**src/rtl/background_pkg.sv**
```systemverilog
// rtl/background_pkg.sv - shared screen geometry, tile tables and scheduler types
package background_pkg;

   localparam int SCREEN_W = 640;
   localparam int SCREEN_H = 480;
   localparam int COORD_W  = 11;

   typedef logic [COORD_W-1:0] coord_t;

   typedef enum logic [1:0] {
      ST_IDLE   = 2'd0,
      ST_STREET = 2'd1,
      ST_GROUND = 2'd2
   } state_e;

   // Start X of each ground tile; tiles beyond the table reuse it cyclically.
   localparam int GROUND_X_TABLE_N = 8;
   localparam coord_t GROUND_X_INIT [GROUND_X_TABLE_N] = '{
      11'd80, 11'd240, 11'd400, 11'd560, 11'd160, 11'd320, 11'd480, 11'd0
   };

   // True when moving down by step carries the tile past the bottom edge.
   function automatic logic wraps(input coord_t y, input logic [3:0] step);
      return (y + coord_t'(step)) >= coord_t'(SCREEN_H);
   endfunction

   // Scroll down by step and re-enter at the top without leaving a gap.
   function automatic coord_t wrap_add(input coord_t y, input logic [3:0] step);
      coord_t sum;
      sum = y + coord_t'(step);
      if (wraps(y, step)) begin
         return sum - coord_t'(SCREEN_H);
      end
      return sum;
   endfunction

endpackage

```
**src/rtl/bg_lfsr.sv**
```systemverilog
// rtl/bg_lfsr.sv - free-running 16-bit Fibonacci LFSR for random ground X
module bg_lfsr (
   input  logic       clk,
   input  logic       resetN,
   output logic [8:0] lfsr_low
);

   logic [15:0] lfsr_q;
   logic [15:0] lfsr_d;

   // Shift left, feedback from taps 16,14,13,11.
   always_comb begin
      lfsr_d = {lfsr_q[14:0], lfsr_q[15] ^ lfsr_q[13] ^ lfsr_q[12] ^ lfsr_q[10]};
   end

   // Advances every cycle; nonzero seed keeps it out of the lock-up state.
   always_ff @(posedge clk or negedge resetN) begin
      if (!resetN) begin
         lfsr_q <= 16'hACE1;
      end else begin
         lfsr_q <= lfsr_d;
      end
   end

   assign lfsr_low = lfsr_q[8:0];

endmodule

```
**src/rtl/street_scroll_scheduler.sv**
```systemverilog
// rtl/street_scroll_scheduler.sv - per-frame scroll of street and ground tiles (option: RANDOM_GROUND_EN)
module street_scroll_scheduler
   import background_pkg::*;
#(
   parameter int NUM_STREET = 10,
   parameter int NUM_GROUND = 4,
   parameter int TILE_PITCH = 48
) (
   input  logic                                clk,
   input  logic                                resetN,
   input  logic                                startOfFrame,
   input  logic                                enable,
   input  logic [3:0]                          speed,
   output logic [NUM_STREET-1:0][COORD_W-1:0]  streetTileY,
   output logic [NUM_GROUND-1:0][COORD_W-1:0]  groundTileX,
   output logic [NUM_GROUND-1:0][COORD_W-1:0]  groundTileY,
   output logic                                busy,
   output logic                                frameDone
);

   localparam int IDX_MAX = (NUM_STREET > NUM_GROUND) ? NUM_STREET : NUM_GROUND;
   localparam int IDX_W   = (IDX_MAX > 1) ? $clog2(IDX_MAX) : 1;

   state_e                              state_q, state_d;
   logic [IDX_W-1:0]                    idx_q, idx_d;
   logic [3:0]                          speed_q, speed_d;
   logic                                done_q, done_d;
   logic [NUM_STREET-1:0][COORD_W-1:0]  street_y_q, street_y_d;
   logic [NUM_GROUND-1:0][COORD_W-1:0]  ground_x_q, ground_x_d;
   logic [NUM_GROUND-1:0][COORD_W-1:0]  ground_y_q, ground_y_d;

`ifdef RANDOM_GROUND_EN
   logic [8:0] lfsr_low;

   bg_lfsr u_lfsr (
      .clk      (clk),
      .resetN   (resetN),
      .lfsr_low (lfsr_low)
   );
`endif

   // Pass sequencer: one street tile per cycle, then one ground tile per cycle.
   always_comb begin
      state_d    = state_q;
      idx_d      = idx_q;
      speed_d    = speed_q;
      done_d     = 1'b0;
      street_y_d = street_y_q;
      ground_x_d = ground_x_q;
      ground_y_d = ground_y_q;
      case (state_q)
         ST_IDLE: begin
            if (startOfFrame && enable) begin
               state_d = ST_STREET;
               idx_d   = '0;
               speed_d = speed;
            end
         end
         ST_STREET: begin
            for (int i = 0; i < NUM_STREET; i++) begin
               if (idx_q == IDX_W'(i)) begin
                  street_y_d[i] = wrap_add(street_y_q[i], speed_q);
               end
            end
            if (idx_q == IDX_W'(NUM_STREET - 1)) begin
               state_d = ST_GROUND;
               idx_d   = '0;
            end else begin
               idx_d = idx_q + IDX_W'(1);
            end
         end
         ST_GROUND: begin
            for (int i = 0; i < NUM_GROUND; i++) begin
               if (idx_q == IDX_W'(i)) begin
                  ground_y_d[i] = wrap_add(ground_y_q[i], speed_q);
                  if (wraps(ground_y_q[i], speed_q)) begin
`ifdef RANDOM_GROUND_EN
                     ground_x_d[i] = {2'b0, lfsr_low};
`else
                     ground_x_d[i] = GROUND_X_INIT[i % GROUND_X_TABLE_N];
`endif
                  end
               end
            end
            if (idx_q == IDX_W'(NUM_GROUND - 1)) begin
               state_d = ST_IDLE;
               idx_d   = '0;
               done_d  = 1'b1;
            end else begin
               idx_d = idx_q + IDX_W'(1);
            end
         end
         default: begin
            state_d = ST_IDLE;
            idx_d   = '0;
         end
      endcase
   end

   // State and tile registers; reset restores the initial tile layout.
   always_ff @(posedge clk or negedge resetN) begin
      if (!resetN) begin
         state_q <= ST_IDLE;
         idx_q   <= '0;
         speed_q <= '0;
         done_q  <= 1'b0;
         for (int i = 0; i < NUM_STREET; i++) begin
            street_y_q[i] <= coord_t'(i * TILE_PITCH);
         end
         for (int i = 0; i < NUM_GROUND; i++) begin
            ground_y_q[i] <= coord_t'(i * (SCREEN_H / NUM_GROUND));
            ground_x_q[i] <= GROUND_X_INIT[i % GROUND_X_TABLE_N];
         end
      end else begin
         state_q    <= state_d;
         idx_q      <= idx_d;
         speed_q    <= speed_d;
         done_q     <= done_d;
         street_y_q <= street_y_d;
         ground_x_q <= ground_x_d;
         ground_y_q <= ground_y_d;
      end
   end

   assign streetTileY = street_y_q;
   assign groundTileX = ground_x_q;
   assign groundTileY = ground_y_q;
   assign busy        = (state_q != ST_IDLE);
   assign frameDone   = done_q;

endmodule

```
**config.mk**
```make
export PLATFORM = sky130hd
export DESIGN_NAME = street_scroll_scheduler
export DESIGN_NICKNAME = d
export VERILOG_FILES = /design/src/rtl/background_pkg.sv /design/src/rtl/bg_lfsr.sv /design/src/rtl/street_scroll_scheduler.sv
export SDC_FILE = /design/constraint.sdc
export NUM_CORES = 1
export LEC_CHECK = 0
export CORE_MARGIN = 1
export CORE_UTILIZATION = 57
export CTS_BUF_LIST = sky130_fd_sc_hd__clkbuf_2 sky130_fd_sc_hd__clkbuf_4 sky130_fd_sc_hd__clkbuf_8
export DETAILED_ROUTE_END_ITERATION = 10
export HOLD_SLACK_MARGIN = 0.02
export PLACE_DENSITY = 0.83
export SKIP_CTS_REPAIR_TIMING = 1
export SLEW_MARGIN = 30
export SYNTH_ARGS = -nofsm -noshare
export SYNTH_HDL_FRONTEND = slang
export SYNTH_HIERARCHICAL = 1
export SYNTH_SLANG_ARGS = --single-unit
```
**constraint.sdc**
```tcl
create_clock -name clk -period 5.3 [get_ports clk]
set_input_delay 0.53 -clock clk [delete_from_list [all_inputs] [get_ports clk]]
set_output_delay 0.53 -clock clk [all_outputs]
set_load 0.05 [all_outputs]
```
==> run_results.csv <==
group,metric,value,unit
placement,place.gp.congestion,0.952,
die,io_pins,208,
setup_path,timing.rr.end,"streetTileY[29]",
timing,hold_ws,0.0488,ns
setup_path,required,5.70,ns
route,avgViaCountPerCell,6.14,
timing,drv_slew,0,
run_status,status,"finished clean",
pwr,total_power,0.00573,W
yosys,synth_edf_count,0,
setup_path,cp-startpoint,"speed_q[1]",
pwr,power_density,352,nW/um2
yosys,synthesis.area,14300,um2
setup_path,path_max_fanout,13,
grt,grt_max_degree,99,
timing,finalHoldViolCount,0,
setup_path,critical-path-max-stage-delay,0.64,ns
grt,grt_overflow,0,
die,coreArea,24500,um2
cts,cts_sinks,165,
hold_path,min_path_type,"in2async",
flow_run,drv_cap,0,
route,routed_wl,36600,um
setup_path,path_cells,"ha_1 > a211oi_1 > o21bai_1 > nand2_1 > xnor2_1 > ha_1 > nand3_1 > nand2b_1 > o31ai_1 > a211o_1 > a211o_1 > a21o_1 > a21oi_1 > xor2_1",
timing,fmax,264,MHz
setup_path,path_class,"reg2reg",
setup_path,regToRegStartpoint,"speed_q[1]",
timing,setup_viol,0,
layout,fin_nets,1907,
yosys,avgSynthCellArea,8.46,um2
setup_path,reg2regPathDepth,14,
die,initial_utilization,58.3,%
placement,place_hpwl,27000,um
timing,skew,0.0148,ns
yosys,ys_seq_elements,165,
cts,cts.path.max_buffers,2,
yosys,yosysWarnings,6,
grt,grt_pass1_wl,60600,um
cts,clk_pin_slew,0.10,ns
die,die_x,160,um
die,die_area,25700,um2
setup_path,crit_cells,14,
timing,tightest_slew,0.895,ns
timing,min_period,3.79,ns
yosys,synthFlopType,"dfrtp_1",
setup_path,worst_setup_path_start_kind,"register",
setup_path,crit_family,"compound AO/OA/AOI/OAI gates",
setup_path,crit_slowest_cell,"o21bai_1",
setup_path,r2r_setup_slack,1.51,ns
die,rows,57,
route,ant_nets,0,
yosys,yosysUniqueCellTypes,104,
route,drc,0,
pwr,power_leakage,6.96,nW
timing,grt_setup_unrepaired,"no",
pwr,ir_drop,331,uV
grt,grt_usage,28.6,%
timing,min_period_over_period,71.5,%
grt,antenna_found_initial,3,
cts,cts-root-buf,"clkbuf_8",
route,drt_iter0_drc,1313,
layout,final_cell_mix,"nand2_1, clkdlybuf4s50_1, nor2_1",
cts,clkLatencyLatePin,0.47,ns
yosys,async_flop_share,100,%
layout,final_common_cell,"nand2_1",
layout,area_growth,14.1,%
layout,fillCellCount,2004,
timing,setup_tns,0,ns
route,drt_first_pass_iters,5,
grt,grt_pass1_vias,12300,
placement,portBuffers,163,
yosys,synthCells,1686,
cts,h-tree-depth,4,
die,die_h,160,um
route,wl_per_cell,17.0,um
setup_path,crit_end,"streetTileY[29]",
setup_path,cp.buffers_inverters,0,
cts,cts_tree,"done",
setup_path,cp.arrival,4.19,ns
route,via_count,13200,
setup_path,critPathCaptureType,"register",
layout,layout-drive-gt1-share,9.06,%
cts,cts_buffers,17,
yosys,seq_area_frac_synth,29.3,%
timing,maxSlewHeadroom,40.2,%
## worst reg2reg max path, cell delays in order (launching register included)
cell and delay, ns:
dfrtp_2 0.55, ha_1 0.33, a211oi_1 0.08, o21bai_1 0.64, nand2_1 0.21, xnor2_1 0.17
ha_1 0.25, nand3_1 0.11, nand2b_1 0.11, o31ai_1 0.08, a211o_1 0.35, a211o_1 0.33
a21o_1 0.21, a21oi_1 0.15, xor2_1 0.16
## stage by stage
stage | util, % | worst slack, ns | cell area (um2) | cells
after detailed placement | 64.9 | 1.52 | 15900 | 2113
final | 66.5 | 1.51 | 16300 | 2147
after global placement | 64.9 | 1.59 | 15900 | 2113
after floorplan | - | 1.50 | 14400 | 1728
after CTS | 66.5 | 1.51 | 16300 | 2145
after global routing | 66.5 | 1.18 | 16300 | 2145
## sequential cells by signal, indices dropped and copies added (netlist names)
| signal | flops |
|---|---|
| streetTileY | 110 |
| groundTileY | 44 |
| idx_q | 4 |
| speed_q | 4 |
| state_q | 2 |
| frameDone | 1 |
## synth_stat cells, drive strengths merged, types with 35 or more instances
library cell	count	area, um2
dfstp	35	920
nand2	239	897
clkbuf	41	164
xor2	61	534
xnor2	88	778
inv	38	143
o21ai	94	470
dfrtp	130	3250
buf	66	464
a21oi	83	430
nand3	74	375
ha	77	963
and3	42	269
nor2	142	541
## layout make-up
class | instances | area [um2] | share of cell area, %
clock inverters | 6 | 42.5 | 0.261
inverters | 39 | 146 | 0.899
well taps | 324 | 405 | 2.49
flip-flops and latches | 165 | 4170 | 25.6
clock buffers | 26 | 339 | 2.08
multi-input cells | 1417 | 9480 | 58.2
diodes | 2 | 5.00 | 0.0308
repair buffers | 168 | 1680 | 10.3
## how the worst min path moves through the flow
| stage | cells past startpoint | endpoint | slack [ns] |
|---|---|---|---|
| after floorplan | 0 | frameDone | 0.23 |
| after global placement | 2 | groundTileY[14] | 0.47 |
| after detailed placement | 2 | groundTileY[36] | 0.48 |
| after CTS | 1 | groundTileY[40] | 0.07 |
| after global routing | 1 | frameDone | 0.1 |
| final | 1 | groundTileY[40] | 0.05 |
## routing by layer
metal | vias to the layer above | track usage (%) | wire (um)
met4 | 4 | 8.35 | 655
met2 | 472 | 48.5 | 17600
met1 | 6370 | 36.7 | 15900
li1 | 6277 | - | -
met5 | - | 0 | 27
met3 | 60 | 5.66 | 2380
## power breakdown
group / internal [W] / switching (W) / leakage, nW
registers: 0.00142 / 0.000237 / 2.12
clock network: 0.000415 / 0.000492 / 0.184
logic: 0.00113 / 0.00204 / 4.66
total: 0.00296 / 0.00277 / 6.96
## cell families (layout without fill, tap and decap cells)
group / after synthesis / after routing / synth area share (%)
simple gates: 677 / 677 / 23.4
compound gates: 406 / 406 / 20.3
flops: 165 / 165 / 29.3
xor+xnor: 149 / 149 / 9.20
buf+inv: 146 / 239 / 5.43
fa+ha+maj: 91 / 91 / 8.72
mux: 50 / 50 / 3.71
other cells: 2 / 46 / 0.0527
Note: power is estimated with default switching activity, not from simulation.
==> variant 1 (same flow settings) <==
Make the reset (`resetN`) synchronous in one clocked block.
--- a/src/rtl/street_scroll_scheduler.sv
+++ b/src/rtl/street_scroll_scheduler.sv
@@ -100,3 +100,3 @@
    // State and tile registers; reset restores the initial tile layout.
-   always_ff @(posedge clk or negedge resetN) begin
+   always_ff @(posedge clk) begin
       if (!resetN) begin
Function: differs if resetN is asserted again (counterexample within 4 cycles, from zero or initial values and one cycle with resetN low); with resetN held inactive, the same outputs for 4 cycles.
==> variant 1 against the original RTL <==
Area after synthesis rose by 0.11%. Utilization fell by 0.18 points. Final area fell by 0.27%. Setup slack got worse by 390 ps. Critical path depth rose by 2. First-iteration DRC count fell by 16%. Wire length rose by 7.6%. Sequential cell count did not move. Highest routed layer is now met4. Non-clock buffer count rose by 2.
Power is not compared: it rests on default switching activity, and its combinational part moved more than twofold at a synthesized area within 25%.
==> variant 1: results <==
export IMPL_cp_arrival_ps=4550
export IMPL_insertion_delay_ps=470
export IMPL_maxUsedRoutingLayer="met4"
export IMPL_ys_top_cells_by_count="213 x nand2_1, 165 x dfxtp_1, 152 x a21oi_1"
export IMPL_numCtsBuffers=17
export IMPL_synth_cell_types=101
export IMPL_viasPerCell=6.330
export IMPL_drtPass1Iterations=7
export IMPL_slowest_stage="a21oi_1"
export IMPL_slowest_delay_ps=430
export IMPL_yosys_top_cells_area="dfxtp_1 23%, ha_1 6.7%, nand2_1 5.6%, a21oi_1 5.3%, xnor2_1 4.0%"
export IMPL_synth_avg_cell_area_sq_um=7.561
export IMPL_met3_length_microns=3010
export IMPL_grtUsageTotal=0.3019
export IMPL_nNetsFinal=2073
export IMPL_post_route_cells_drive_above_1_share=0.05335
export IMPL_grt_pass1_vias=13070
export IMPL_portBuffers=163
export IMPL_post_place_ws_ps=1189
export IMPL_postSynth_asyncResetShare=0
export IMPL_largest_reg_flops=110
export IMPL_power_leakage_nw=6.358
export IMPL_status="complete, no violations"
export IMPL_grt_max_degree=60
export IMPL_first_iter_violations=1105
export IMPL_ir_drop_v=0.0001379
export IMPL_worstHoldPathType="flip-flop to flip-flop"
export IMPL_gp_congestion=0.9691
export IMPL_place_area_sq_mm=0.01578
export IMPL_power_internal_mw=1.886
export IMPL_fillers=2084
export IMPL_ys_seq_area_frac=0.2314
export IMPL_max_slew_margin=0.3816
export IMPL_placed_cells=2279
export IMPL_avgRoutedWirePerCell_microns=17.04
export IMPL_place_hpwl_microns=28470
export IMPL_yosysWarnings=6
export IMPL_wl_met1_microns=17440
export IMPL_htreeDepth=4
export IMPL_cp_max_fo=15
export IMPL_grt_pass1_wl_microns=64960
export IMPL_clock_skew_ps=19.13
export IMPL_vias=14630
export IMPL_clock_path_buffers=2
export IMPL_cts_root_buf="clkbuf_8"
export IMPL_path_clk_slew_ps=90
export IMPL_path_delay_family="compound AO/OA/AOI/OAI gates"
export IMPL_overflow=0
export IMPL_antenna_cells=0
export IMPL_dr_wl_met2_microns=18190
export IMPL_antenna_found_initial=0
variant 1: layer usage:
metal,global-route usage,up-vias
met1,0.4036,6915
met4,0.09264,0
met5,0,-
li1,-,7063
met3,0.05429,61
met2,0.4925,590
variant 1: path summary, 6_finish.rpt:
kind                    from         endpoint  slack (ps)  depth (start not counted)
max               speed_q[0]  groundTileY[30]        1120                         16
min          groundTileY[22]  groundTileY[22]         480                          2
max reg2reg       speed_q[0]  groundTileY[30]        1120                         16
min reg2reg  groundTileY[22]  groundTileY[22]         480                          2
variant 1: power groups by stage:
stage / Sequential [mW] / Combinational [mW] / Clock [mW]
after global placement: 1.30 / 0.340 / 0
after detailed placement: 1.30 / 0.346 / 0
after global routing: 1.28 / 0.379 / 1.14
after CTS: 1.28 / 0.347 / 1.08
final: 1.28 / 0.351 / 1.07
after floorplan: 1.32 / 0.272 / 0
variant 1: final cells by class:
type / instances / area [sq um] / area share
Clock buffer: 19 / 255.2 / 0.01572
Clock inverter: 13 / 196.4 / 0.01210
Inverter: 45 / 171.4 / 0.01056
Multi-Input combinational cell: 1575 / 10220 / 0.6296
Sequential cell: 165 / 3304 / 0.2036
Tap cell: 324 / 405.4 / 0.02497
Timing Repair Buffer: 170 / 1679 / 0.1034
variant 1: kinds of logic after synthesis:
group	Yosys count	synth area share
XOR/XNOR	99	0.06074
flip-flops	165	0.2314
AND/OR/NAND/NOR	756	0.2671
AO/OA/AOI/OAI	545	0.2600
other	2	0.0005261
buffers and inverters	190	0.06442
adder cells (fa/ha/maj)	91	0.08712
multiplexers	40	0.02875
variant 1: worst register-to-register path, cell delays in order (launching register included):
cell and delay, ps:
dfxtp_1 310, buf_4 210, ha_1 250, fa_1 410, a21o_1 190, a21oi_1 430
nor2_1 180, nand2_1 120, xnor2_1 100, ha_1 280, and3_1 220, o221a_2 130
a311oi_2 400, nand3_1 240, o21ai_0 350, mux2i_1 220, nand2_1 60
variant 1: stage by stage:
stage                       util  hold slack (ps)  power (mW)
final                     0.6635            476.8       2.694
after global routing      0.6635            488.0       2.796
after CTS                 0.6633            471.5       2.704
after detailed placement  0.6449            467.9       1.650
after global placement    0.6449            462.3       1.643
after floorplan                -            470.4       1.594
==> variant 2 (same settings) <==
Made on the original files. Add a define of `RANDOM_GROUND_EN`.
--- a/src/rtl/street_scroll_scheduler.sv
+++ b/src/rtl/street_scroll_scheduler.sv
@@ -1,2 +1,4 @@
 // rtl/street_scroll_scheduler.sv - per-frame scroll of street and ground tiles (option: RANDOM_GROUND_EN)
+`define RANDOM_GROUND_EN
+
 module street_scroll_scheduler
Function: same outputs for any inputs over 4 cycles, from zero or initial values and one cycle with resetN low; that may be too few to reach the edited logic, so the function may still have changed.
==> variant 2 against the original RTL <==
Wire length rose by 12%. Sequential power rose by 28%. Final area rose by 15%. Largest cell class unchanged. Critical path type unchanged. Highest routed layer is now met4. Setup slack got worse by 410 ps. Sequential cell count rose by 53. Area after synthesis rose by 9.9%. Combinational power fell by 4%. Total power rose by 22%.
==> variant 2: results <==
export IMPL_muxShareOfSynthArea=0.05942
export IMPL_nNetsFinal=2009
export IMPL_drtPass1Iterations=7
export IMPL_largest_reg_flops=110
export IMPL_place_hpwl_microns=29580
export IMPL_gr_usage_met3=0.06370
export IMPL_powerDensity_mw_per_mm2=373.0
export IMPL_wl_microns=41130
export IMPL_yosys_top_cells_area="dfrtp_1 26%, dfstp_2 9.2%, ha_1 6.1%, nand2_1 5.4%, xnor2_1 5.2%"
export IMPL_maxUsedRoutingLayer="met4"
export IMPL_ys_top_cells_by_count="224 x nand2_1, 163 x dfrtp_1, 120 x o21ai_0"
export IMPL_holdWs_ps=9.868
export IMPL_slowest_delay_ps=530
export IMPL_power_leakage_nw=8.035
export IMPL_ir_drop_v=0.0004123
export IMPL_htreeDepth=2
export IMPL_r2r_start="speed_q[0]"
export IMPL_max_slew_margin=0.4361
export IMPL_ys_seq_area_frac=0.3526
export IMPL_avgRoutedWirePerCell_microns=18.01
export IMPL_rr_worst_depth=13
export IMPL_antenna_cells=0
export IMPL_post_route_cells_drive_above_1_share=0.1225
export IMPL_syn_inst=1734
export IMPL_grt_use_met2=0.4658
export IMPL_clock_skew_ps=28.45
export IMPL_grt_pass1_wl_microns=67360
export IMPL_gp_congestion=0.9403
export IMPL_worstReg2RegEnd="groundTileX[12]"
export IMPL_slowest_stage="dfrtp_1"
export IMPL_cp_arrival_ps=4640
export IMPL_place_area_sq_mm=0.01779
export IMPL_met3_length_microns=3005
export IMPL_numCtsBuffers=41
export IMPL_status="complete, no violations"
export IMPL_synth_compound_area_share=0.1961
export IMPL_grtUsageTotal=0.2905
export IMPL_path_delay_family="adder cells"
export IMPL_vias=14140
export IMPL_antenna_found_initial=0
export IMPL_placed_cells=2208
export IMPL_clock_path_buffers=3
export IMPL_dr_wl_met2_microns=18640
export IMPL_path_clk_slew_ps=60
export IMPL_insertion_delay_ps=560
export IMPL_grt_max_degree=103
export IMPL_synth_cell_types=94
export IMPL_synthXorXnorAreaFrac=0.07883
export IMPL_first_iter_violations=1113
export IMPL_post_place_ws_ps=1178
export IMPL_r2r_slack_ps=1100
export IMPL_grt_pass1_vias=13500
export IMPL_use_met1=0.3815
-- variant 2: how the worst max path moves through the flow --
stage / startpoint / end / slack (ps) / cells past startpoint
after floorplan: speed_q[1] / groundTileY[18] / 1440 / 14
after global placement: speed_q[0] / groundTileX[14] / 1310 / 13
after detailed placement: speed_q[0] / groundTileX[12] / 1180 / 13
after CTS: speed_q[0] / groundTileX[12] / 1130 / 13
after global routing: speed_q[0] / groundTileX[11] / 850 / 13
final: speed_q[0] / groundTileX[12] / 1100 / 13
-- variant 2: layout make-up --
class | count | area (sq um)
clock buffer | 67 | 840.8
clock inverter | 9 | 80.08
fill | 2093 | 8242
inverter | 50 | 187.7
multi-input combinational | 1390 | 9575
sequential | 218 | 5524
tap | 341 | 426.7
timing repair buffer | 209 | 2074
-- variant 2: power by group --
part           switching [mW]  internal, mW  total, mW
Combinational            1.96          1.08       3.03
Clock                   0.763          1.06       1.82
Sequential              0.290          1.83       2.12
